`config.mk`:
```
export PLATFORM = sky130hd
export DESIGN_NAME = dma_port_arbiter_flat
export DESIGN_NICKNAME = d
export VERILOG_FILES = /design/src/rtl/dma_port_arbiter_if.sv /design/src/rtl/dma_port_arbiter.sv /design/src/flat_wrapper.sv
export SDC_FILE = /design/constraint.sdc
export NUM_CORES = 1
export LEC_CHECK = 0
export ABC_AREA = 0
export BUFFER_PORTS_ARGS = -buffer_cell sky130_fd_sc_hd__buf_2
export CAP_MARGIN = 20
export CORE_AREA = 2 2 255 257
export CTS_CLUSTER_DIAMETER = 40
export DETAILED_ROUTE_END_ITERATION = 10
export DIE_AREA = 0 0 257 259
export GPL_ROUTABILITY_DRIVEN = 0
export PLACE_DENSITY = 0.31
export SLEW_MARGIN = 20
export SYNTH_ARGS = -nofsm -noshare
export SYNTH_HDL_FRONTEND = slang
export SYNTH_SLANG_ARGS = --single-unit
```
`constraint.sdc`:
```
create_clock -name clk -period 4.6 [get_ports clk]
set_input_delay 0.46 -clock clk [delete_from_list [all_inputs] [get_ports clk]]
set_output_delay 0.46 -clock clk [all_outputs]
set_load 0.02 [all_outputs]
```
`src/rtl/dma_port_arbiter_if.sv`:
```
// rtl/dma_port_arbiter_if.sv - AXI-lite port bundle (AR/R/AW/W/B) shared by requesters and the DMA port
interface dma_port_arbiter_if;
   logic        arvalid;
   logic        arready;
   logic [31:0] araddr;
   logic        rvalid;
   logic        rready;
   logic [63:0] rdata;
   logic [1:0]  rresp;
   logic        rlast;
   logic        awvalid;
   logic        awready;
   logic [31:0] awaddr;
   logic        wvalid;
   logic        wready;
   logic [63:0] wdata;
   logic [7:0]  wstrb;
   logic        bvalid;
   logic        bready;
   logic [1:0]  bresp;

   modport master (
      output arvalid, araddr, rready, awvalid, awaddr, wvalid, wdata, wstrb, bready,
      input  arready, rvalid, rdata, rresp, rlast, awready, wready, bvalid, bresp
   );

   modport slave (
      input  arvalid, araddr, rready, awvalid, awaddr, wvalid, wdata, wstrb, bready,
      output arready, rvalid, rdata, rresp, rlast, awready, wready, bvalid, bresp
   );
endinterface

```
`src/rtl/dma_port_arbiter.sv`:
```
// rtl/dma_port_arbiter.sv - two-requester AXI-lite arbiter onto one in-order DMA port
// DMA_ARB_FIXED_PRIO_EN: requester 1 always wins instead of round-robin
module dma_port_arbiter_fifo #(
   parameter int DEPTH = 4
) (
   input  logic clk,
   input  logic reset_l,
   input  logic push,
   input  logic din,
   input  logic pop,
   output logic dout,
   output logic empty,
   output logic full
);
   localparam int PW = $clog2(DEPTH);
   localparam int CW = PW + 1;

   logic [DEPTH-1:0] mem;
   logic [PW-1:0]    wr_ptr;
   logic [PW-1:0]    rd_ptr;
   logic [CW-1:0]    count;

   always_ff @(posedge clk or negedge reset_l) begin
      if (!reset_l) begin
         mem    <= '0;
         wr_ptr <= '0;
         rd_ptr <= '0;
         count  <= '0;
      end else begin
         if (push) begin
            mem[wr_ptr] <= din;
            wr_ptr      <= wr_ptr + 1'b1;
         end
         if (pop) rd_ptr <= rd_ptr + 1'b1;
         case ({push, pop})
            2'b10:   count <= count + 1'b1;
            2'b01:   count <= count - 1'b1;
            default: count <= count;
         endcase
      end
   end

   assign dout  = mem[rd_ptr];
   assign empty = (count == '0);
   assign full  = (count == CW'(DEPTH));
endmodule

module dma_port_arbiter #(
   parameter int MAX_OUTST = 4
) (
   input  logic              clk,
   input  logic              reset_l,
   dma_port_arbiter_if.slave  rq0,
   dma_port_arbiter_if.slave  rq1,
   dma_port_arbiter_if.master d
);
   logic r_head, r_empty, r_full, r_pop, r_rdy;
   logic w_head, w_empty, w_full, w_pop, w_go;
   logic b_head, b_empty, b_full, b_pop, b_rdy;
   logic ar_lock, ar_lock_src, ar_pick, ar_src, ar_go, ar_hs;
   logic aw_lock, aw_lock_src, aw_pick, aw_src, aw_go, aw_hs;

`ifdef DMA_ARB_FIXED_PRIO_EN
   assign ar_pick = rq1.arvalid;
   assign aw_pick = rq1.awvalid;
`else
   logic ar_last, aw_last;

   assign ar_pick = (rq0.arvalid & rq1.arvalid) ? ~ar_last : rq1.arvalid;
   assign aw_pick = (rq0.awvalid & rq1.awvalid) ? ~aw_last : rq1.awvalid;

   // last resets to 1 so requester 0 takes the first contended grant
   always_ff @(posedge clk or negedge reset_l) begin
      if (!reset_l) begin
         ar_last <= 1'b1;
         aw_last <= 1'b1;
      end else begin
         if (ar_hs) ar_last <= ar_src;
         if (aw_hs) aw_last <= aw_src;
      end
   end
`endif

   // A stalled grant stays locked so the offered address cannot change under it
   always_ff @(posedge clk or negedge reset_l) begin
      if (!reset_l) begin
         ar_lock     <= 1'b0;
         ar_lock_src <= 1'b0;
         aw_lock     <= 1'b0;
         aw_lock_src <= 1'b0;
      end else begin
         if (ar_hs) begin
            ar_lock <= 1'b0;
         end else if (ar_go) begin
            ar_lock     <= 1'b1;
            ar_lock_src <= ar_src;
         end
         if (aw_hs) begin
            aw_lock <= 1'b0;
         end else if (aw_go) begin
            aw_lock     <= 1'b1;
            aw_lock_src <= aw_src;
         end
      end
   end

   assign ar_src      = ar_lock ? ar_lock_src : ar_pick;
   assign ar_go       = (ar_src ? rq1.arvalid : rq0.arvalid) & ~r_full & reset_l;
   assign ar_hs       = ar_go & d.arready;
   assign d.arvalid   = ar_go;
   assign d.araddr    = ar_src ? rq1.araddr : rq0.araddr;
   assign rq0.arready = ar_hs & ~ar_src;
   assign rq1.arready = ar_hs & ar_src;

   assign aw_src      = aw_lock ? aw_lock_src : aw_pick;
   assign aw_go       = (aw_src ? rq1.awvalid : rq0.awvalid) & ~(w_full | b_full) & reset_l;
   assign aw_hs       = aw_go & d.awready;
   assign d.awvalid   = aw_go;
   assign d.awaddr    = aw_src ? rq1.awaddr : rq0.awaddr;
   assign rq0.awready = aw_hs & ~aw_src;
   assign rq1.awready = aw_hs & aw_src;

   // Responses carry no ID; the tracking FIFO head is the only routing information
   assign r_rdy      = (r_head ? rq1.rready : rq0.rready) & ~r_empty & reset_l;
   assign d.rready   = r_rdy;
   assign rq0.rvalid = d.rvalid & ~r_empty & ~r_head & reset_l;
   assign rq1.rvalid = d.rvalid & ~r_empty & r_head & reset_l;
   assign r_pop      = d.rvalid & r_rdy & d.rlast;
   assign rq0.rdata  = d.rdata;
   assign rq1.rdata  = d.rdata;
   assign rq0.rresp  = d.rresp;
   assign rq1.rresp  = d.rresp;
   assign rq0.rlast  = d.rlast;
   assign rq1.rlast  = d.rlast;

   assign w_go       = (w_head ? rq1.wvalid : rq0.wvalid) & ~w_empty & reset_l;
   assign d.wvalid   = w_go;
   assign d.wdata    = w_head ? rq1.wdata : rq0.wdata;
   assign d.wstrb    = w_head ? rq1.wstrb : rq0.wstrb;
   assign rq0.wready = d.wready & ~w_empty & ~w_head & reset_l;
   assign rq1.wready = d.wready & ~w_empty & w_head & reset_l;
   assign w_pop      = w_go & d.wready;

   assign b_rdy      = (b_head ? rq1.bready : rq0.bready) & ~b_empty & reset_l;
   assign d.bready   = b_rdy;
   assign rq0.bvalid = d.bvalid & ~b_empty & ~b_head & reset_l;
   assign rq1.bvalid = d.bvalid & ~b_empty & b_head & reset_l;
   assign b_pop      = d.bvalid & b_rdy;
   assign rq0.bresp  = d.bresp;
   assign rq1.bresp  = d.bresp;

   dma_port_arbiter_fifo #(.DEPTH(MAX_OUTST)) u_r_fifo (
      .clk(clk), .reset_l(reset_l), .push(ar_hs), .din(ar_src), .pop(r_pop),
      .dout(r_head), .empty(r_empty), .full(r_full)
   );

   dma_port_arbiter_fifo #(.DEPTH(MAX_OUTST)) u_w_fifo (
      .clk(clk), .reset_l(reset_l), .push(aw_hs), .din(aw_src), .pop(w_pop),
      .dout(w_head), .empty(w_empty), .full(w_full)
   );

   dma_port_arbiter_fifo #(.DEPTH(MAX_OUTST)) u_b_fifo (
      .clk(clk), .reset_l(reset_l), .push(aw_hs), .din(aw_src), .pop(b_pop),
      .dout(b_head), .empty(b_empty), .full(b_full)
   );
endmodule

```
`src/flat_wrapper.sv`:
```
// flat-port wrapper written by rule: the top's interface ports become plain ports
module dma_port_arbiter_flat 
#(
   parameter int MAX_OUTST = 4
)
  (clk, reset_l, rq0_arvalid, rq0_araddr, rq0_rready, rq0_awvalid, rq0_awaddr, rq0_wvalid, rq0_wdata, rq0_wstrb, rq0_bready, rq0_arready, rq0_rvalid, rq0_rdata, rq0_rresp, rq0_rlast, rq0_awready, rq0_wready, rq0_bvalid, rq0_bresp, rq1_arvalid, rq1_araddr, rq1_rready, rq1_awvalid, rq1_awaddr, rq1_wvalid, rq1_wdata, rq1_wstrb, rq1_bready, rq1_arready, rq1_rvalid, rq1_rdata, rq1_rresp, rq1_rlast, rq1_awready, rq1_wready, rq1_bvalid, rq1_bresp, d_arvalid, d_araddr, d_rready, d_awvalid, d_awaddr, d_wvalid, d_wdata, d_wstrb, d_bready, d_arready, d_rvalid, d_rdata, d_rresp, d_rlast, d_awready, d_wready, d_bvalid, d_bresp);
  dma_port_arbiter_if rq0_i ();
  dma_port_arbiter_if rq1_i ();
  dma_port_arbiter_if d_i ();
  input  logic clk;
  input  logic reset_l;
  input wire logic [$bits(rq0_i.arvalid)-1:0] rq0_arvalid;
  input wire logic [$bits(rq0_i.araddr)-1:0] rq0_araddr;
  input wire logic [$bits(rq0_i.rready)-1:0] rq0_rready;
  input wire logic [$bits(rq0_i.awvalid)-1:0] rq0_awvalid;
  input wire logic [$bits(rq0_i.awaddr)-1:0] rq0_awaddr;
  input wire logic [$bits(rq0_i.wvalid)-1:0] rq0_wvalid;
  input wire logic [$bits(rq0_i.wdata)-1:0] rq0_wdata;
  input wire logic [$bits(rq0_i.wstrb)-1:0] rq0_wstrb;
  input wire logic [$bits(rq0_i.bready)-1:0] rq0_bready;
  output wire logic [$bits(rq0_i.arready)-1:0] rq0_arready;
  output wire logic [$bits(rq0_i.rvalid)-1:0] rq0_rvalid;
  output wire logic [$bits(rq0_i.rdata)-1:0] rq0_rdata;
  output wire logic [$bits(rq0_i.rresp)-1:0] rq0_rresp;
  output wire logic [$bits(rq0_i.rlast)-1:0] rq0_rlast;
  output wire logic [$bits(rq0_i.awready)-1:0] rq0_awready;
  output wire logic [$bits(rq0_i.wready)-1:0] rq0_wready;
  output wire logic [$bits(rq0_i.bvalid)-1:0] rq0_bvalid;
  output wire logic [$bits(rq0_i.bresp)-1:0] rq0_bresp;
  input wire logic [$bits(rq1_i.arvalid)-1:0] rq1_arvalid;
  input wire logic [$bits(rq1_i.araddr)-1:0] rq1_araddr;
  input wire logic [$bits(rq1_i.rready)-1:0] rq1_rready;
  input wire logic [$bits(rq1_i.awvalid)-1:0] rq1_awvalid;
  input wire logic [$bits(rq1_i.awaddr)-1:0] rq1_awaddr;
  input wire logic [$bits(rq1_i.wvalid)-1:0] rq1_wvalid;
  input wire logic [$bits(rq1_i.wdata)-1:0] rq1_wdata;
  input wire logic [$bits(rq1_i.wstrb)-1:0] rq1_wstrb;
  input wire logic [$bits(rq1_i.bready)-1:0] rq1_bready;
  output wire logic [$bits(rq1_i.arready)-1:0] rq1_arready;
  output wire logic [$bits(rq1_i.rvalid)-1:0] rq1_rvalid;
  output wire logic [$bits(rq1_i.rdata)-1:0] rq1_rdata;
  output wire logic [$bits(rq1_i.rresp)-1:0] rq1_rresp;
  output wire logic [$bits(rq1_i.rlast)-1:0] rq1_rlast;
  output wire logic [$bits(rq1_i.awready)-1:0] rq1_awready;
  output wire logic [$bits(rq1_i.wready)-1:0] rq1_wready;
  output wire logic [$bits(rq1_i.bvalid)-1:0] rq1_bvalid;
  output wire logic [$bits(rq1_i.bresp)-1:0] rq1_bresp;
  output wire logic [$bits(d_i.arvalid)-1:0] d_arvalid;
  output wire logic [$bits(d_i.araddr)-1:0] d_araddr;
  output wire logic [$bits(d_i.rready)-1:0] d_rready;
  output wire logic [$bits(d_i.awvalid)-1:0] d_awvalid;
  output wire logic [$bits(d_i.awaddr)-1:0] d_awaddr;
  output wire logic [$bits(d_i.wvalid)-1:0] d_wvalid;
  output wire logic [$bits(d_i.wdata)-1:0] d_wdata;
  output wire logic [$bits(d_i.wstrb)-1:0] d_wstrb;
  output wire logic [$bits(d_i.bready)-1:0] d_bready;
  input wire logic [$bits(d_i.arready)-1:0] d_arready;
  input wire logic [$bits(d_i.rvalid)-1:0] d_rvalid;
  input wire logic [$bits(d_i.rdata)-1:0] d_rdata;
  input wire logic [$bits(d_i.rresp)-1:0] d_rresp;
  input wire logic [$bits(d_i.rlast)-1:0] d_rlast;
  input wire logic [$bits(d_i.awready)-1:0] d_awready;
  input wire logic [$bits(d_i.wready)-1:0] d_wready;
  input wire logic [$bits(d_i.bvalid)-1:0] d_bvalid;
  input wire logic [$bits(d_i.bresp)-1:0] d_bresp;
  assign rq0_i.arvalid = rq0_arvalid;
  assign rq0_i.araddr = rq0_araddr;
  assign rq0_i.rready = rq0_rready;
  assign rq0_i.awvalid = rq0_awvalid;
  assign rq0_i.awaddr = rq0_awaddr;
  assign rq0_i.wvalid = rq0_wvalid;
  assign rq0_i.wdata = rq0_wdata;
  assign rq0_i.wstrb = rq0_wstrb;
  assign rq0_i.bready = rq0_bready;
  assign rq0_arready = rq0_i.arready;
  assign rq0_rvalid = rq0_i.rvalid;
  assign rq0_rdata = rq0_i.rdata;
  assign rq0_rresp = rq0_i.rresp;
  assign rq0_rlast = rq0_i.rlast;
  assign rq0_awready = rq0_i.awready;
  assign rq0_wready = rq0_i.wready;
  assign rq0_bvalid = rq0_i.bvalid;
  assign rq0_bresp = rq0_i.bresp;
  assign rq1_i.arvalid = rq1_arvalid;
  assign rq1_i.araddr = rq1_araddr;
  assign rq1_i.rready = rq1_rready;
  assign rq1_i.awvalid = rq1_awvalid;
  assign rq1_i.awaddr = rq1_awaddr;
  assign rq1_i.wvalid = rq1_wvalid;
  assign rq1_i.wdata = rq1_wdata;
  assign rq1_i.wstrb = rq1_wstrb;
  assign rq1_i.bready = rq1_bready;
  assign rq1_arready = rq1_i.arready;
  assign rq1_rvalid = rq1_i.rvalid;
  assign rq1_rdata = rq1_i.rdata;
  assign rq1_rresp = rq1_i.rresp;
  assign rq1_rlast = rq1_i.rlast;
  assign rq1_awready = rq1_i.awready;
  assign rq1_wready = rq1_i.wready;
  assign rq1_bvalid = rq1_i.bvalid;
  assign rq1_bresp = rq1_i.bresp;
  assign d_arvalid = d_i.arvalid;
  assign d_araddr = d_i.araddr;
  assign d_rready = d_i.rready;
  assign d_awvalid = d_i.awvalid;
  assign d_awaddr = d_i.awaddr;
  assign d_wvalid = d_i.wvalid;
  assign d_wdata = d_i.wdata;
  assign d_wstrb = d_i.wstrb;
  assign d_bready = d_i.bready;
  assign d_i.arready = d_arready;
  assign d_i.rvalid = d_rvalid;
  assign d_i.rdata = d_rdata;
  assign d_i.rresp = d_rresp;
  assign d_i.rlast = d_rlast;
  assign d_i.awready = d_awready;
  assign d_i.wready = d_wready;
  assign d_i.bvalid = d_bvalid;
  assign d_i.bresp = d_bresp;
  dma_port_arbiter #(.MAX_OUTST(MAX_OUTST)) u_core (.clk(clk), .reset_l(reset_l), .rq0(rq0_i), .rq1(rq1_i), .d(d_i));
endmodule
```
* Word level (Yosys, flattened, before mapping)
Index checks and enable logic that the tools add are counted.
** Word-level totals
- Output and inout bits :: 289
- Logic and storage cells :: 148
- Register bits :: 39
- Bits of input ports :: 358
** Operators by class
- Magnitude comparators :: 9
- Add/subtract/negate cells :: 12
- Bitwise operators :: 52
- Mux-type cells :: 35
- Equal/unequal tests :: 9
- Reduce and logical (&&, ||, !) cells :: 13
** Operators with widths (count)
- two-way mux 32 bit :: 2
- two-way mux 64 bit :: 1
- bitwise AND 1 bit :: 37
- two-way mux 1 bit :: 19
- < comparator 2 x 3 -> 1 bit (second input constant) :: 6
- one-hot mux 3 bit (2 select lines) :: 3
- NOT 1 bit :: 14
- adder 2 x 1 -> 2 bit (second input constant) :: 6
- bitwise mux 4 bit :: 3
- nonzero test 2 bit :: 5
- adder 3 x 1 -> 3 bit (second input constant) :: 3
- == test 3 bit (second input constant) :: 3
- zero test 3 bit :: 3
- subtractor 3 x 1 -> 3 bit (second input constant) :: 3
- two-way mux 8 bit :: 1
- binary-select mux 1 bit (select 2 bit) :: 3
- demux 1 bit (select 2 bit) :: 3
- == test 2 x 1 -> 1 bit (second input constant) :: 3
- == test 2 bit (second input constant) :: 3
- greater-or-equal comparator 2 x 1 -> 1 bit (second input constant) :: 3
- AND reduction 2 bit :: 2
- logical AND 1 bit :: 3
- bitwise OR 1 bit :: 1

* Logic depth before layout (Yosys ltp)
Gate-level depths: netlist of run 1.
- Depth after elaboration :: 9
- Mapped depth :: 10
- Gate-level depth less buffers :: 10

* Cells and area by module
From an unflattened synthesis of run 1, not the netlist that was laid out.
** Unflattened totals
- Cells, all modules :: 492
- Area, all modules :: 4914.7 µm²
** By module, submodules not included
- dma_port_arbiter :: times used 1, cells each 354, seq. area each 152.6 µm², area each 3233.1 µm²
- dma_port_arbiter_fifo :: times used 3, cells each 46, seq. area each 275.3 µm², area each 560.5 µm²

* Worst setup path after synthesis of run 1
Ideal clock, no wire load.
- Path type :: flip-flop to flip-flop
- Start :: reg u_core.u_w_fifo.rd_ptr[0]
- End :: reg u_core.u_w_fifo.count[2]
- Setup time :: 79 ps
- Clock period less this slack :: 2296 ps
- Stages on the path, launching flop included :: 10
- Data arrival time :: 2217 ps
- Buffers on the path :: 0
- Data required time :: 4521 ps
- Path slack :: 2304 ps
- Cells stage by stage :: dfrtp_1 mux4_2 mux2i_1 nor2_1 ha_1 inv_1 fa_1 xor2_1 nor2_1 xor2_1
** Between the ends
- Word-level cells in the longest chain between the ends :: 8
- Elaborated cells on any way between the ends :: 10
- Those cells by class :: eq/ne: 2; mux: 4; bitwise: 3; reduce/logical: 1
** RTL lines
- start: declaration :: line dma_port_arbiter.sv:20 : logic [PW-1:0] rd_ptr;
- start signal: assignment :: line dma_port_arbiter.sv:34 : if (pop) rd_ptr <= rd_ptr + 1'b1;
- binary-select mux 1 bit (select 2 bit) (*) :: line dma_port_arbiter.sv:43 : assign dout = mem[rd_ptr];
- two-way mux 1 bit (implied by the code) (*) :: line dma_port_arbiter.sv:43
- two-way mux 1 bit (*) :: line dma_port_arbiter.sv:136 : assign w_go = (w_head ? rq1.wvalid : rq0.wvalid) & ~w_empty & reset_l;
- bitwise AND 1 bit (*) (2 in series) :: line dma_port_arbiter.sv:136
- bitwise AND 1 bit (*) :: line dma_port_arbiter.sv:142 : assign w_pop = w_go & d.wready;
- via u_core.u_w_fifo.pop :: line dma_port_arbiter.sv:10 : input logic pop,
- == test 2 x 1 -> 1 bit or == test 2 bit (tied branches) :: line dma_port_arbiter.sv:35 : case ({push, pop})
- one-hot mux 3 bit (2 select lines) or nonzero test 2 bit (tied branches)
- end signal: assignment :: line dma_port_arbiter.sv:36 : 2'b10: count <= count + 1'b1;
- end signal: assignment :: line dma_port_arbiter.sv:37 : 2'b01: count <= count - 1'b1;
- end signal: assignment :: line dma_port_arbiter.sv:38 : default: count <= count;
- end: declaration :: line dma_port_arbiter.sv:21 : logic [CW-1:0] count;
The timed path passes the listed nets; every way through them passes the cells marked *. The select of a mux whose other input is x is not followed.
A chain may end at the register's enable or synchronous reset.

* Worst setup path in the final report of run 1
- Start :: reg u_core.u_w_fifo.rd_ptr[0]
- End :: out d_wdata[32]
** Between the ends
- Word-level cells in the longest chain between the ends :: 3
** RTL lines
- binary-select mux 1 bit (select 2 bit) :: line dma_port_arbiter.sv:43
- two-way mux 1 bit (implied by the code) :: line dma_port_arbiter.sv:43
- two-way mux 64 bit :: line dma_port_arbiter.sv:138 : assign d.wdata = w_head ? rq1.wdata : rq0.wdata;
- end: declaration :: line flat_wrapper.sv:54 : output wire logic [$bits(d_i.wdata)-1:0] d_wdata;
Every way passes these cells. The select of a mux whose other input is x is not followed.

==> run metrics, run 1 <==
run status=completed; Post-Syn Nets=875; count of vias placed by the detailed router=4,841; Nets=1,170; share of synthesized area spent on multiplexers=0.400; Die X-Extent=257 um; shortest clock period the worst path allows after layout=3320 ps; top sig layer=met5; Worst Clk Skew=4.63 ps; overall power of the completed layout=4.41 mW; Post-Route WL=32,000 um; Die Y=259 um; most common cell after layout, fill and taps aside=buf_2; H-tree levels=2; DRC errors left=0; effective utilization at floorplan=0.0811; number of top-level design ports=647; Yosys warning total=0; Total Routing Usage GR=0.0903; transition at the pin with the smallest max-transition slack=703 ps; combinational family with the most area after synthesis=multiplexers; number of maximum-capacitance constraint violations=0; capturing element type of the critical path=primary output; remaining max-slew budget at the tightest pin=0.531; most used flip-flop cell after synthesis=dfrtp_1; wire length of the first global-routing pass=40,300 um; Hold Worst Slack=330 ps; clock buffers created by TritonCTS=5; clock transition at the registers of the reported paths=60 ps; final global-route overflow total=0; total of endpoints with negative setup slack in the final report=0; synthesis-to-finish area growth=44.7%; crit path max fanout=38; endpoints failing hold=0; met1 layer wirelength in the final routing=10,300 um; Post-synth EDFFs=0; fraction of final layout cells sized beyond drive strength 1=0.775; die area=66,600 sq um; RSZ-0062 raised after global routing=false; Startpoint Class=flip-flop; remaining number of nets flagged by the antenna check after routing=0; Met2 Wirelength=13,000 um; maximum root-to-sink buffer count=2; number of antenna violations at the first check in global routing=45; total half-perimeter wirelength after legalization and detailed placement=29,400 um; post-synthesis xor/xnor area fraction=0.0270; Final period util=0.722; static leakage=3.63 nW; highest-count cells in the layout ignoring fill and taps=buf_2, mux2_2, mux2_4; fraction of the yosys area taken by sequential cells=0.189; cell area power density=588 nW/um^2; Post-Route Utilization=0.117; Seq cells post-synth=39; compound-cell area share of the yosys netlist=0.0401; buffers inserted by post-CTS timing repair=0; critical path class=flip-flop to primary output; average instance area after synthesis=10.4 sq um; Hold Path Class=input pin to asynchronous set/reset pin; unique cell type count in the Yosys netlist=41; clock root buffer master=clkbuf_16; DRC marker count from the first detailed-route iteration=122; maximum achievable frequency=301 MHz; fraction of registers with async set or reset after synthesis=1.00; buffers added on ports=442; Syn Inst Count=499; data required time of the worst path=4140 ps; worst supply voltage drop on vdd=0.182 mV; FP Rows=93; Post-CTS Hold Buffers=0; length of routed met3 wiring=7490 um; Setup Total Neg Slack=0 ps; final max-slew violation count=0; routed vias/inst=2.92; average wire length per cell after detail routing=19.3 um; clock tree from TritonCTS=done; signal arrival time at the worst endpoint=2860 ps; number of clock sinks=39; CTS resizes=0; router iterations before antenna repair=4; simple-gate share of the synthesized area=0.0529; clock latency of the later-clocked register in the worst-skew pair=280 ps; largest net degree at the start of global routing=48; adder-cell share of the synthesized area=0.0478; post-synthesis instance area=5180 sq um; vias in the first global route=4,832; core box area=63,900 sq um
state kept, by name, indices dropped and copies added (netlist names):
signal / count
u_core.aw_lock_src: 1
u_core.u_r_fifo.rd_ptr: 2
u_core.u_b_fifo.count: 3
u_core.u_r_fifo.wr_ptr: 2
u_core.u_b_fifo.rd_ptr: 2
u_core.u_w_fifo.count: 3
u_core.u_w_fifo.mem: 4
u_core.aw_last: 1
u_core.u_b_fifo.wr_ptr: 2
u_core.aw_lock: 1
u_core.ar_lock: 1
u_core.u_r_fifo.count: 3
u_core.ar_lock_src: 1
u_core.u_b_fifo.mem: 4
u_core.u_w_fifo.rd_ptr: 2
u_core.ar_last: 1
u_core.u_r_fifo.mem: 4
u_core.u_w_fifo.wr_ptr: 2
final timing paths:
check / startpoint / to / slack, ps / depth (start not counted)
min in group clk: u_core.u_w_fifo.rd_ptr[1] / u_core.u_w_fifo.rd_ptr[1] / 480 / 1
max in group asynchronous: reset_l / u_core.u_w_fifo.mem[2] / 3840 / 2
hold / removal: reset_l / u_core.ar_lock_src / 330 / 2
hold reg to reg: u_core.u_w_fifo.rd_ptr[1] / u_core.u_w_fifo.rd_ptr[1] / 480 / 1
setup reg to reg: u_core.u_w_fifo.rd_ptr[0] / u_core.u_w_fifo.count[2] / 1600 / 9
setup / recovery: u_core.u_w_fifo.rd_ptr[0] / d_wdata[32] / 1280 / 4
cell usage after synthesis (all sizes together), types with 2 or more instances:
| library cell | n | area (sq um) |
|---|---|---|
| o21ai | 5 | 25.0 |
| nor2b | 2 | 12.5 |
| fa | 3 | 60.1 |
| mux2i | 10 | 100 |
| or3b | 3 | 26.3 |
| nor2 | 16 | 60.1 |
| ha | 15 | 188 |
| nor3b | 3 | 27.5 |
| mux4 | 3 | 67.6 |
| a41oi | 4 | 35.0 |
| o21a | 3 | 22.5 |
| o31ai | 4 | 30.0 |
| xnor2 | 7 | 61.3 |
| inv | 19 | 71.3 |
| clkbuf | 4 | 16.3 |
| nor3 | 10 | 50.1 |
| a31oi | 5 | 31.3 |
| xor2 | 9 | 78.8 |
| dfstp | 2 | 52.6 |
| buf | 156 | 1170 |
| mux2 | 150 | 1910 |
| nand2 | 15 | 56.3 |
| dfrtp | 37 | 926 |
| a21oi | 3 | 15.0 |
layer usage:
layer / up-vias / GRT usage
li1: 2182 / -
met1: 2100 / 0.0853
met2: 441 / 0.132
met3: 82 / 0.0970
met4: 36 / 0.0229
met5: - / 0
cell type report:
class                           count  area [sq um]
Timing Repair Buffer              448          2260
Antenna cell                        9          22.5
Sequential cell                    39           978
Clock buffer                        6           129
Multi-Input combinational cell    281          2960
Inverter                           19          71.3
Fill cell                        7384         56400
Clock inverter                      2          12.5
Tap cell                          855          1070
cell families after synthesis:
| kind of cell | after synthesis |
|---|---|
| adder cells (fa/ha/maj) | 18 |
| flip-flops | 39 |
| AO/OA/AOI/OAI | 29 |
| multiplexers | 163 |
| buffers and inverters | 179 |
| AND/OR/NAND/NOR | 55 |
| XOR/XNOR | 16 |
worst max-delay path, stage by stage (launching register included):
cell	delay [ps]
dfrtp_1	410
mux4_4	860
buf_4	670
mux2_2	410
buf_2	160
report_power, final:
group / internal (mW) / switching (mW)
clock network: 0.200 / 0.143
logic: 1.56 / 1.81
registers: 0.522 / 0.174
per-stage QoR:
| stage | instance area, sq um | std cells | setup slack, ps |
|---|---|---|---|
| floorplan | 5180 | 499 | 2300 |
| global placement | 7330 | 1642 | 1550 |
| detailed placement | 7330 | 1642 | 1540 |
| CTS | 7480 | 1650 | 1230 |
| global route | 7490 | 1655 | 1120 |
| finish | 7500 | 1659 | 1280 |
No activity file was read; power rests on OpenSTA's default activity.
==> run 2: changes to the inputs <==
Settings changed: ABC_AREA 0 to 1, CORE_AREA 2 2 255 257 to 2 2 250 252, DIE_AREA 0 0 257 259 to 0 0 252 254, PLACE_DENSITY 0.31 to 0.32.
Clock period 4.6 ns to 3.4 ns, I/O delays scaled along.
==> run 2 against run 1 <==
Via count increased by 32%. Utilization is 0.37 points higher. Register-to-register slack lost 560 ps. Cell count is 18% higher. Global-route usage rose by 1.3 points. Clock skew up 1.3 ps. First-iteration DRC count rose to 2.8 times the previous value. The run now ends with hold timing left.
==> run metrics, run 2 <==
Yosys warning total=0; Post-Syn Nets=1,246; effective utilization at floorplan=0.0843; capturing element type of the critical path=primary output; run status=complete, but fails checks; Post-CTS Hold Buffers=0; clock root buffer master=clkbuf_16; Hold Worst Slack=-6.07 ps; DP Area=7230 sq um; number of maximum-capacitance constraint violations=0; data required time of the worst path=3060 ps; compound-cell area share of the yosys netlist=0.0223; remaining number of nets flagged by the antenna check after routing=0; setup slack on the worst flop-to-flop path=1040 ps; clock latency of the later-clocked register in the worst-skew pair=280 ps; most common cell after layout, fill and taps aside=nand2_1; clock tree from TritonCTS=done; wire length of the first global-routing pass=45,800 um; adder-cell share of the synthesized area=0.0480; average wire length per cell after detail routing=18.0 um; total of endpoints with negative setup slack in the final report=0; core box area=61,300 sq um; largest registers=u_core.u_b_fifo.mem x4, u_core.u_r_fifo.mem x4, u_core.u_w_fifo.mem x4; post-synth top area cell=nand2_1; cell area power density=886 nW/um^2; endpoints failing hold=8; Startpoint Class=flip-flop; remaining max-slew budget at the tightest pin=0.541; Worst Clk Skew=5.90 ps; Die Y=254 um; maximum root-to-sink buffer count=2; clock buffers created by TritonCTS=5; synthesis-to-finish area growth=43.7%; Syn Inst Count=870; Final period util=0.737; violations in the final reports=hold timing; FP Rows=91; clock transition at the registers of the reported paths=60 ps; fraction of the yosys area taken by sequential cells=0.190; final max-slew violation count=0; maximum achievable frequency=399 MHz; average instance area after synthesis=5.93 sq um; routed vias/inst=3.28; number of antenna violations at the first check in global routing=40; simple-gate share of the synthesized area=0.450; number of clock sinks=39; count leader, synth=nand2_1; final global-route overflow total=0; die area=64,000 sq um; buffers inserted by post-CTS timing repair=0; total half-perimeter wirelength after legalization and detailed placement=31,900 um; dominant cells by area after synthesis=nand2_1, buf_4, dfrtp_1; router iterations before antenna repair=5; count of vias placed by the detailed router=6,412; share of synthesized area spent on multiplexers=0; area fraction of the dominant cell type after synthesis=0.353; post-synthesis instance area=5160 sq um; Seq cells post-synth=39; shortest clock period the worst path allows after layout=2510 ps; H-tree levels=2; largest net degree at the start of global routing=73; signal arrival time at the worst endpoint=2170 ps; worst supply voltage drop on vdd=0.363 mV; combinational family with the most area after synthesis=simple AND/OR/NAND/NOR gates; static leakage=4.36 nW; overall power of the completed layout=6.57 mW; number of top-level design ports=647; top cells by instance count after synthesis=nand2_1, buf_4, inv_1; RSZ-0062 raised after global routing=false; Post-synth EDFFs=0; transition at the pin with the smallest max-transition slack=689 ps; Setup Total Neg Slack=0 ps; crit path max fanout=72; unique cell type count in the Yosys netlist=29; buffers added on ports=442; final std cell area, no fill=7420 sq um; DRC marker count from the first detailed-route iteration=344; fraction of registers with async set or reset after synthesis=1.00; Hold Path Class=input pin to asynchronous set/reset pin; post-synthesis xor/xnor area fraction=0.0204; Die X-Extent=252 um; Post-Route WL=35,300 um; Nets=1,535; fraction of final layout cells sized beyond drive strength 1=0.422; vias in the first global route=6,208; CTS resizes=0; total of fill cells in the finished design=7,327; Total Routing Usage GR=0.103; DRC errors left=0; highest-count cells in the layout ignoring fill and taps=nand2_1, buf_2, inv_1; most used flip-flop cell after synthesis=dfrtp_1; critical path class=flip-flop to primary output
run 2: cell count changes after synthesis, moves of 8 or more:
cell	previous run	this run
nand3_1	1	25
nor3_1	10	0
inv_1	19	39
nand3_2	0	10
mux2i_1	10	0
o21ai_0	5	15
mux2_2	92	0
nand4_1	1	12
nand2_1	15	486
buf_4	139	147
mux2_4	58	0
run 2: cells by family after synthesis:
kind of cell / count (synthesis)
flip-flops: 39
buffers and inverters: 216
XOR/XNOR: 12
AO/OA/AOI/OAI: 23
adder cells (fa/ha/maj): 18
AND/OR/NAND/NOR: 562
run 2: report_power, final:
part	internal (mW)	leakage (nW)	total [mW]	switching, mW
Clock	0.365	0.0869	0.557	0.192
Sequential	0.698	0.482	0.879	0.181
Combinational	1.53	3.79	5.13	3.60
run 2: final cells by class:
type | instances | area [sq um] | area share
antenna | 5 | 12.5 | 0.00169
sequential | 39 | 978 | 0.132
clock buffer | 6 | 139 | 0.0187
inverter | 47 | 176 | 0.0238
multi-input combinational | 615 | 2800 | 0.377
tap | 790 | 988 | 0.133
timing repair buffer | 451 | 2290 | 0.309
clock inverter | 2 | 35.0 | 0.00472
run 2: critical path, stage by stage (launching register included):
cell and delay [ps]:
dfrtp_1 420, inv_2 60, nand2_1 60, nand3_1 100, nand2_2 150, buf_4 580, nand2_1 210, nand2_1 120
buf_2 170
run 2: worst paths after layout:
check	endpoint	cells past startpoint	startpoint
max in group asynchronous	u_core.aw_last	2	reset_l
min	u_core.u_b_fifo.rd_ptr[0]	1	reset_l
max reg2reg	u_core.u_w_fifo.count[2]	10	u_core.aw_last
min reg2reg	u_core.ar_last	2	u_core.ar_last
max	d_wdata[58]	8	u_core.u_w_fifo.rd_ptr[0]
min in group clk	u_core.ar_lock_src	3	d_arready
run 2: stage by stage:
stage	cells	setup slack, ps	util
global route	1954	672	0.121
global placement	1942	936	0.118
floorplan	870	1320	-
finish	1955	894	0.121
detailed placement	1942	941	0.118
CTS	1950	850	0.121
run 2: metal layers:
metal | up-vias | share of wire | global-route usage
li1 | 3089 | - | -
met2 | 512 | 0.39 | 0.144
met5 | - | 0.0069 | 0
met1 | 2681 | 0.37 | 0.112
met4 | 40 | 0.027 | 0.0347
met3 | 90 | 0.21 | 0.0921
